[src/rtl/ps2_pkg.sv]
// ---------------------------------------------------------------------------
// ps2_pkg
//   Shared PS/2 definitions used by the host transmitter and the existing
//   keyboard receiver side of the codebase.
//
//   Contents:
//     ps2_tx_state_e    host-to-device transmitter state encoding
//     PS2_CMD_*         common host command bytes
//     PS2_RSP_*         common device response bytes
//     PS2_FRAME_BITS    bits per frame: start, 8 data, parity, stop
//     ps2_odd_parity()  parity bit that makes the 9-bit {parity,data} odd
// ---------------------------------------------------------------------------
package ps2_pkg;

    typedef enum logic [2:0] {
        IDLE    = 3'd0,
        INHIBIT = 3'd1,
        REQ     = 3'd2,
        SEND    = 3'd3,
        ACK     = 3'd4,
        RELEASE = 3'd5
    } ps2_tx_state_e;

    localparam logic [7:0] PS2_CMD_SET_LEDS = 8'hED;
    localparam logic [7:0] PS2_CMD_RESET    = 8'hFF;
    localparam logic [7:0] PS2_CMD_ECHO     = 8'hEE;

    localparam logic [7:0] PS2_RSP_ACK      = 8'hFA;
    localparam logic [7:0] PS2_RSP_RESEND   = 8'hFE;

    localparam int PS2_FRAME_BITS = 11;

    function automatic logic ps2_odd_parity(input logic [7:0] data);
        return ~^data;
    endfunction

endpackage

[src/rtl/ps2_sync_edge.sv]
// ---------------------------------------------------------------------------
// ps2_sync_edge
//   Multi-flop synchronizer for one asynchronous PS/2 line, plus a registered
//   falling-edge pulse derived from the synchronized level.
//
//   Parameters:
//     SYNC_STAGES  flop stages in the synchronizer chain (minimum 2)
//     IDLE_LEVEL   value the chain is reset to (PS/2 lines idle high)
//
//   Ports:
//     clk      in   system clock
//     rst      in   synchronous, active-high reset
//     in_i     in   raw line level
//     level_o  out  synchronized line level
//     fe_o     out  1-cycle pulse: synchronized level went 1 -> 0
// ---------------------------------------------------------------------------
module ps2_sync_edge #(
    parameter int   SYNC_STAGES = 3,
    parameter logic IDLE_LEVEL  = 1'b1
) (
    input  logic clk,
    input  logic rst,
    input  logic in_i,
    output logic level_o,
    output logic fe_o
);

    logic [SYNC_STAGES-1:0] sync_q;
    logic                   prev_q;
    logic                   fe_q;

    // NOTE: sequential state is updated with non-blocking assignments so every
    // flop samples the pre-edge value of its neighbour; blocking here would
    // collapse the synchronizer chain into a single stage.
    always_ff @(posedge clk) begin
        if (rst) begin
            // Reset to the idle level so leaving reset never fakes an edge.
            sync_q <= {SYNC_STAGES{IDLE_LEVEL}};
            prev_q <= IDLE_LEVEL;
            fe_q   <= 1'b0;
        end else begin
            sync_q <= {sync_q[SYNC_STAGES-2:0], in_i};
            prev_q <= sync_q[SYNC_STAGES-1];
            fe_q   <= prev_q & ~sync_q[SYNC_STAGES-1];
        end
    end

    assign level_o = sync_q[SYNC_STAGES-1];
    assign fe_o    = fe_q;

endmodule

[src/rtl/ps2_host_tx.sv]
// ---------------------------------------------------------------------------
// ps2_host_tx
//   PS/2 host-to-device transmitter. Sends one command byte to the device
//   using the host-request-to-send sequence: hold ps2_clk low, pull ps2_data
//   low (start bit), release ps2_clk, then shift data/parity/stop out on the
//   device's falling clock edges and read the device ACK bit.
//
//   Parameters:
//     INHIBIT_CYCLES  clk cycles ps2_clk is held low before the request
//     TIMEOUT_CYCLES  max clk cycles between device clock falling edges, or
//                     waiting for line release, before the transfer aborts
//     SYNC_STAGES     synchronizer depth on ps2_clk_i / ps2_data_i (>= 2)
//
//   Compile-time option:
//     PS2_TX_RETRY_EN  when defined, a NACK or timeout re-sends the latched
//                      byte once from INHIBIT before reporting the failure.
//
//   Ports:
//     clk, rst      system clock, synchronous active-high reset
//     tx_valid      request to send tx_data
//     tx_data       command byte
//     tx_ready      high in IDLE; byte accepted on tx_valid && tx_ready
//     ps2_clk_i     raw ps2_clk line level
//     ps2_data_i    raw ps2_data line level
//     ps2_clk_oe    1 = pull ps2_clk low
//     ps2_data_oe   1 = pull ps2_data low
//     busy          transfer in progress
//     rx_inhibit    equals busy; blocks the receiver during host frames
//     done          1-cycle pulse: byte sent and ACKed
//     ack_err       1-cycle pulse: device did not ACK
//     timeout       1-cycle pulse: device went silent for TIMEOUT_CYCLES
// ---------------------------------------------------------------------------
module ps2_host_tx
    import ps2_pkg::*;
#(
    parameter int INHIBIT_CYCLES = 5000,
    parameter int TIMEOUT_CYCLES = 1000000,
    parameter int SYNC_STAGES    = 3
) (
    input  logic       clk,
    input  logic       rst,
    input  logic       tx_valid,
    input  logic [7:0] tx_data,
    output logic       tx_ready,
    input  logic       ps2_clk_i,
    input  logic       ps2_data_i,
    output logic       ps2_clk_oe,
    output logic       ps2_data_oe,
    output logic       busy,
    output logic       rx_inhibit,
    output logic       done,
    output logic       ack_err,
    output logic       timeout
);

    localparam int INH_W   = $clog2(INHIBIT_CYCLES) + 1;
    localparam int TO_W    = $clog2(TIMEOUT_CYCLES) + 1;
    localparam int SHIFT_W = PS2_FRAME_BITS - 1;   // start bit is driven in REQ

    localparam logic [INH_W-1:0] INH_LAST = INH_W'(INHIBIT_CYCLES - 1);
    localparam logic [TO_W-1:0]  TO_LAST  = TO_W'(TIMEOUT_CYCLES - 1);
    localparam logic [3:0]       STOP_IDX = 4'(SHIFT_W - 1);

`ifdef PS2_TX_RETRY_EN
    localparam logic RETRY_EN = 1'b1;
`else
    localparam logic RETRY_EN = 1'b0;
`endif

    // -----------------------------------------------------------------------
    // Line synchronizers
    // -----------------------------------------------------------------------
    logic clk_level;
    logic clk_fe;
    logic data_level;
    logic data_fe_unused;

    ps2_sync_edge #(
        .SYNC_STAGES (SYNC_STAGES),
        .IDLE_LEVEL  (1'b1)
    ) u_clk_sync (
        .clk     (clk),
        .rst     (rst),
        .in_i    (ps2_clk_i),
        .level_o (clk_level),
        .fe_o    (clk_fe)
    );

    ps2_sync_edge #(
        .SYNC_STAGES (SYNC_STAGES),
        .IDLE_LEVEL  (1'b1)
    ) u_data_sync (
        .clk     (clk),
        .rst     (rst),
        .in_i    (ps2_data_i),
        .level_o (data_level),
        .fe_o    (data_fe_unused)
    );

    // -----------------------------------------------------------------------
    // Transmit FSM with registered line enables and status pulses
    // -----------------------------------------------------------------------
    ps2_tx_state_e      state_q;
    logic               clk_oe_q;
    logic               data_oe_q;
    logic               done_q;
    logic               ack_err_q;
    logic               timeout_q;
    logic [INH_W-1:0]   inh_cnt_q;
    logic [TO_W-1:0]    to_cnt_q;
    logic [3:0]         idx_q;
    logic [SHIFT_W-1:0] shift_q;     // {stop, parity, data[7:0]}
    logic               nack_q;
    logic               retried_q;

    always_ff @(posedge clk) begin
        if (rst) begin
            state_q   <= IDLE;
            clk_oe_q  <= 1'b0;
            data_oe_q <= 1'b0;
            done_q    <= 1'b0;
            ack_err_q <= 1'b0;
            timeout_q <= 1'b0;
            inh_cnt_q <= '0;
            to_cnt_q  <= '0;
            idx_q     <= '0;
            // NOTE: the shift register is reset only for clean, deterministic
            // state; it is always reloaded on accept before being read.
            shift_q   <= '0;
            nack_q    <= 1'b0;
            retried_q <= 1'b0;
        end else begin
            done_q    <= 1'b0;
            ack_err_q <= 1'b0;
            timeout_q <= 1'b0;

            case (state_q)
                IDLE: begin
                    clk_oe_q  <= 1'b0;
                    data_oe_q <= 1'b0;
                    if (tx_valid) begin
                        shift_q   <= {1'b1, ps2_odd_parity(tx_data), tx_data};
                        retried_q <= 1'b0;
                        nack_q    <= 1'b0;
                        inh_cnt_q <= '0;
                        clk_oe_q  <= 1'b1;
                        state_q   <= INHIBIT;
                    end
                end

                INHIBIT: begin
                    if (inh_cnt_q == INH_LAST) begin
                        // Start bit and clock release on the same edge.
                        clk_oe_q  <= 1'b0;
                        data_oe_q <= 1'b1;
                        to_cnt_q  <= '0;
                        idx_q     <= '0;
                        state_q   <= REQ;
                    end else begin
                        inh_cnt_q <= inh_cnt_q + 1'b1;
                    end
                end

                REQ, SEND, ACK, RELEASE: begin
                    if (to_cnt_q == TO_LAST) begin
                        // Device went silent; this wins over a coincident edge.
                        if (RETRY_EN && !retried_q) begin
                            retried_q <= 1'b1;
                            inh_cnt_q <= '0;
                            clk_oe_q  <= 1'b1;
                            data_oe_q <= 1'b0;
                            state_q   <= INHIBIT;
                        end else begin
                            clk_oe_q  <= 1'b0;
                            data_oe_q <= 1'b0;
                            timeout_q <= 1'b1;
                            state_q   <= IDLE;
                        end
                    end else begin
                        to_cnt_q <= clk_fe ? '0 : to_cnt_q + 1'b1;

                        case (state_q)
                            REQ: state_q <= SEND;

                            SEND: begin
                                if (clk_fe) begin
                                    data_oe_q <= ~shift_q[idx_q];
                                    idx_q     <= idx_q + 4'd1;
                                    if (idx_q == STOP_IDX) begin
                                        state_q <= ACK;
                                    end
                                end
                            end

                            ACK: begin
                                if (clk_fe) begin
                                    // Device pulls data low to acknowledge.
                                    nack_q  <= data_level;
                                    state_q <= RELEASE;
                                end
                            end

                            default: begin   // RELEASE
                                if (clk_level && data_level) begin
                                    if (!nack_q) begin
                                        done_q  <= 1'b1;
                                        state_q <= IDLE;
                                    end else if (RETRY_EN && !retried_q) begin
                                        retried_q <= 1'b1;
                                        nack_q    <= 1'b0;
                                        inh_cnt_q <= '0;
                                        clk_oe_q  <= 1'b1;
                                        data_oe_q <= 1'b0;
                                        state_q   <= INHIBIT;
                                    end else begin
                                        ack_err_q <= 1'b1;
                                        state_q   <= IDLE;
                                    end
                                end
                            end
                        endcase
                    end
                end

                default: begin
                    // Unused encodings: release the bus and recover.
                    clk_oe_q  <= 1'b0;
                    data_oe_q <= 1'b0;
                    state_q   <= IDLE;
                end
            endcase
        end
    end

    assign tx_ready    = (state_q == IDLE);
    assign busy        = (state_q != IDLE);
    assign rx_inhibit  = busy;
    assign ps2_clk_oe  = clk_oe_q;
    assign ps2_data_oe = data_oe_q;
    assign done        = done_q;
    assign ack_err     = ack_err_q;
    assign timeout     = timeout_q;

endmodule

[config.mk]
export PLATFORM = sky130hd
export DESIGN_NAME = ps2_host_tx
export DESIGN_NICKNAME = d
export VERILOG_FILES = /design/src/rtl/ps2_pkg.sv /design/src/rtl/ps2_sync_edge.sv /design/src/rtl/ps2_host_tx.sv
export SDC_FILE = /design/constraint.sdc
export NUM_CORES = 1
export LEC_CHECK = 0
export BUFFER_PORTS_ARGS = -buffer_cell sky130_fd_sc_hd__buf_2
export CAP_MARGIN = 20
export CORE_UTILIZATION = 50
export DETAILED_ROUTE_END_ITERATION = 10
export GPL_ROUTABILITY_DRIVEN = 0
export PLACE_DENSITY = 0.67
export RECOVER_POWER = 25
export SYNTH_ARGS = -nofsm -noshare
export SYNTH_HDL_FRONTEND = slang
export SYNTH_HIERARCHICAL = 1
export SYNTH_SLANG_ARGS = --single-unit
[constraint.sdc]
create_clock -name clk -period 2.5 [get_ports clk]
set_input_delay 0.125 -clock clk [delete_from_list [all_inputs] [get_ports clk]]
set_output_delay 0.125 -clock clk [all_outputs]
set_load 0.005 [all_outputs]
# ---- Word-level counts from Yosys, hierarchy flattened
# Cells that the tools add are included.
# Widths: inputs -> output; s select.
dict set report op_classes {
  bitwise 5
  n_mux 40
  shifts 0
  n_eq_ne 22
  add_sub_neg 3
  n_div 0
  multipliers 0
  reduce_logical 18
  n_lt_le_gt_ge 1
}
# op count
set ops {}
lappend ops {{$mux 21} 3}
lappend ops {{$pmux 21 s2} 1}
lappend ops {{$mux 14} 2}
lappend ops {{$pmux 14 s2} 1}
lappend ops {{$add 21x1->21 const B} 1}
lappend ops {{$eq 21x20->1 const B} 1}
lappend ops {{$mux 3} 7}
lappend ops {{$pmux 3 s3} 2}
lappend ops {{$mux 4} 4}
lappend ops {{$mux 1} 15}
lappend ops {{$add 14x1->14 const B} 1}
lappend ops {{$eq 14x13->1 const B} 1}
lappend ops {{$ne 2x2->1 const B} 7}
lappend ops {{$reduce_and 5->1} 2}
lappend ops {{$reduce_and 3->1} 3}
lappend ops {{$ne 4x3->1 const B} 2}
lappend ops {{$pmux 4 s2} 1}
lappend ops {{$reduce_xnor 8->1} 1}
lappend ops {{$reduce_or 7->1} 1}
lappend ops {{$eq 3x2->1 const B} 2}
lappend ops {{$eq 3x3->1 const B} 2}
lappend ops {{$ne 6x6->1 const B} 1}
lappend ops {{$reduce_and 6->1} 1}
lappend ops {{$reduce_bool 2->1} 3}
lappend ops {{19 further kinds} 24}
dict set report word_totals {
  reg_bits 66
  word_cells 104
  out_inout_bits 8
  latch_bits 0
  in_bits 13
  ramBits 0
  mem_count 0
  mem_bits_ro 0
}

# ---- Logic depth before layout (Yosys ltp)
dict set report logic_depth {
  word_depth 7
  ltp_mapped 9
  depth_no_buf 7
}

# ---- Cells and area by module
# The synthesis kept the hierarchy.
# module cells_per_inst n_inst area_per_inst_um2 seq_area_each_um2
set by_module_without_submodules {}
lappend by_module_without_submodules {ps2_host_tx 397 1 3420.8 1161.1}
lappend by_module_without_submodules {ps2_sync_edge 10 2 132.6 100.1}

# ---- Worst setup path after synthesis
# OpenSTA, ideal clock, no wires.
dict set report synth_path {
  path_kind {register to register}
  startpoint {register to_cnt_q[0]}
  endpoint {register to_cnt_q[18]}
  required_ps 2370
  arrival_ps 1727
  slack_ps 644
  path_buffers 2
  synth_period_minus_slack_ps 1856
  setup_ps 130
  path_stages_with_launch 9
  path_cell_list {dfxtp_1 -> ha_1 -> inv_1 -> or3_1 -> buf_6 -> o21ai_4 -> buf_6 -> a2111oi_2 -> mux2i_1}
}
dict set report synth_between {
  elab_chain_cells 4
  word_cells_on_any_way 7
  classes_between {add/sub (1); eq/ne (2); mux (3); reduce/logical (1)}
}
# element line_no
set synth_lines {}
lappend synth_lines {{start: declaration} ps2_host_tx.sv:110} ;# logic [TO_W-1:0] to_cnt_q;
lappend synth_lines {{start signal: assignment} ps2_host_tx.sv:180} ;# to_cnt_q <= clk_fe ? '0 : to_cnt_q + 1'b1;
lappend synth_lines {{$add 21x1->21} ps2_host_tx.sv:180}
lappend synth_lines {{$mux 21} ps2_host_tx.sv:180}
lappend synth_lines {{$mux 21} ps2_host_tx.sv:165} ;# if (to_cnt_q == TO_LAST) begin
lappend synth_lines {{$pmux 21 s2} ps2_host_tx.sv:137} ;# case (state_q)
# Several ways; a longest one is shown, not always the timed one. The select of a mux whose other input is x is not followed.
# A chain may end at the register's enable or synchronous reset.

# ---- Final worst setup path
dict set report layout_path {
  startpoint {register inh_cnt_q[1]}
  endpoint {register to_cnt_q[11]}
}
dict set report layout_between {
  elab_chain_cells 3
}
# element line_no
set layout_lines {}
lappend layout_lines {{start: declaration} ps2_host_tx.sv:109} ;# logic [INH_W-1:0] inh_cnt_q;
lappend layout_lines {{start signal: assignment} ps2_host_tx.sv:160} ;# inh_cnt_q <= inh_cnt_q + 1'b1;
lappend layout_lines {{$eq 14x13->1} ps2_host_tx.sv:152} ;# if (inh_cnt_q == INH_LAST) begin
lappend layout_lines {{$ne 2x2->1 (no line)} --}
lappend layout_lines {{$reduce_and 3->1 (no line)} --}
# Every way passes these cells.

==> results.py <==
metrics = {
    "logic_synthesis": {
        "yosysWarningCount": 6,
        "mappedNetlistArea_sq_mm": 0.00363,
        "synthesis.instances": 413,
        "syn_area_per_cell_sq_um": 8.79,
        "syn_nets": 430,
    },
    "global_route": {
        "first_global_vias": 2842,
        "grt_antenna_before_repair": 0,
        "grt_overflow": 0,
        "grtUsageTotal_pct": 23.5,
        "grt_max_degree": 27,
        "grt_pass1_wl_mm": 13.9,
    },
    "power_and_ir_drop": {
        "power.switching_fraction_pct": 26.0,
        "combPwrFrac_pct": 7.9,
        "power.net_switching_mw": 0.532,
        "p_clk_share_pct": 38.8,
        "ir_worst_vdd_v": 0.000346,
        "leakagePower_nw": 1.29,
        "power_report.internal_total_mw": 1.52,
        "seq_power_share_pct": 53.3,
        "p_total_mw": 2.05,
        "pwr_density_mw_per_mm2": 516,
    },
    "detailed_routing": {
        "drt_pass1_iterations": 4,
        "top_layer": "met4",
        "met2WireLength_mm": 3.63,
        "route.detailed.vias_per_inst": 5.78,
        "routed_length_on_met3_um": 359,
        "detail_route.wirelength.met1_mm": 4.14,
        "avg_wl_per_cell_um": 15.5,
        "antenna_violating_nets_post_route": 0,
        "finalWirelength_mm": 8.25,
        "drt-initial-drc-count": 143,
        "residual_drc_count": 0,
        "vias": 3082,
    },
    "layout": {
        "leading_cell_type_in_the_layout_fill_and_taps_excluded": "sky130_fd_sc_hd__dfxtp_1",
        "synthToLayoutAreaGrowth_pct": 9.34,
        "antenna_diode_count": 0,
        "post_route_cells_drive_above_1_share_pct": 15.6,
        "finish.net_count": 450,
        "final_cell_mix": "66 x sky130_fd_sc_hd__dfxtp_1, 51 x sky130_fd_sc_hd__nand2_1, 30 x sky130_fd_sc_hd__nand3_1",
        "final_core_utilization_pct": 57.5,
        "final_cell_area_sq_mm": 0.00397,
        "finalNonFillerCells": 533,
    },
    "place": {
        "dpl.cell_count": 516,
        "dpl_wire_length_mm": 5.84,
        "pre_cts_slack_ns": -0.0737,
        "port_buffers": 20,
        "dpl_cell_area_sq_mm": 0.00379,
    },
    "sta": {
        "fmax_ghz": 0.436,
        "report.final.slew_viol_count": 0,
        "post_layout_minimum_cycle_time_ns": 2.29,
        "grt_setup_unrepaired": "false",
        "timing.final.crit_share_pct": 91.8,
        "clock_skew_ns": 0.0138,
        "setup_viol": 0,
        "finalWorstSetupSlack_ns": 0.206,
        "tightestPinTransition_ns": 0.961,
        "slew_headroom_pct": 36.0,
        "setup_tns_ns": 0,
        "hold_violations": 0,
        "hold-worst-slack_ns": 0.0298,
    },
    "cts": {
        "tritoncts_num_sinks": 66,
        "insertion_delay_ns": 0.34,
        "max-clock-path-buffers": 2,
        "h-tree-depth": 3,
        "worst_setup_hold_path_clk_slew_ns": 0.08,
        "clock_tree_from_tritoncts": "done",
        "clock-root-buffer": "sky130_fd_sc_hd__clkbuf_8",
        "numCtsBuffers": 9,
        "cts_setup_buffers": 0,
    },
    "critical_path": {
        "critical_path.startpoint_type": "register",
        "critical_path.endpoint_type": "register",
        "worst_setup_path_category": "register to register",
        "cp.required_ns": 2.77,
        "critical_path.max_fanout": 23,
        "critPathArrivalTime_ns": 2.56,
    },
    "min_path": {
        "timing.hold.worst.class": "input pin to register",
    },
    "die": {
        "core_region_area_sq_mm": 0.00691,
        "die_height_um": 87.2,
        "die-area_sq_mm": 0.00761,
        "initial_core_util_pct": 52.6,
        "core.rowCount": 30,
        "io-pin-count": 21,
        "die_w_um": 87.2,
    },
    "run": {
        "maxCapViolations": 0,
    },
    "run_status": {
        "status": "finished, final reports clean",
    },
}
[power by group through the flow]
stage,combinational (mW),clock (mW),sequential (mW)
finish,0.162,0.795,1.09
global route,0.180,0.858,1.09
detailed placement,0.158,0,1.12
CTS,0.163,0.811,1.09
global placement,0.155,0,1.11
floorplan,0.115,0,1.11
[sequential cells by signal, indices dropped and copies added (netlist names)]
| name | cells |
|---|---|
| to_cnt_q | 21 |
| inh_cnt_q | 14 |
| shift_q | 10 |
| idx_q | 4 |
| state_q | 3 |
| u_clk_sync/sync_q | 3 |
| u_data_sync/sync_q | 3 |
| ack_err | 1 |
| done | 1 |
| nack_q | 1 |
| ps2_clk_oe | 1 |
| ps2_data_oe | 1 |
| timeout | 1 |
| u_clk_sync/fe_o | 1 |
| u_clk_sync/prev_q | 1 |
[final timing paths]
check,from,endpoint,slack (ns),cells past startpoint
setup / recovery,inh_cnt_q[1]$_SDFFE_PP0P_,to_cnt_q[11]$_SDFFE_PP0P_,0.21,7
hold / removal,tx_data[0],shift_q[0]$_SDFFE_PP0P_,0.03,3
setup reg to reg,inh_cnt_q[1]$_SDFFE_PP0P_,to_cnt_q[11]$_SDFFE_PP0P_,0.21,7
hold reg to reg,u_data_sync/sync_q[1]$_SDFF_PP1_,u_data_sync/sync_q[2]$_SDFF_PP1_,0.41,1
[what timing repair did]
item	CTS	global route
hold buffers	2	0
hold endpoints to repair	2	0
resized for setup	1	0
endpoints found under the setup margin	8	0
[metal layers]
metal	vias to the layer above	GRT usage, %
li1	1555	-
met1	1444	33.7
met2	72	35.1
met3	11	3.41
met4	0	9.84
met5	-	0
[area by class of cell]
cell class | count | area (sq um)
flip-flops and latches | 66 | 1320
clock inverters | 5 | 31.3
clock buffers | 10 | 138
repair buffers | 37 | 219
fillers | 666 | 2940
well taps | 96 | 120
inverters | 7 | 26.3
multi-input cells | 312 | 2120
[critical path, stage by stage (launching register included)]
cell	delay, ns
sky130_fd_sc_hd__dfxtp_1	0.38
sky130_fd_sc_hd__ha_1	0.18
sky130_fd_sc_hd__and2_1	0.26
sky130_fd_sc_hd__and4_4	0.38
sky130_fd_sc_hd__nand2_2	0.17
sky130_fd_sc_hd__buf_4	0.27
sky130_fd_sc_hd__a2111o_1	0.43
sky130_fd_sc_hd__a21oi_1	0.15
No activity file was read; power rests on OpenSTA's default activity.
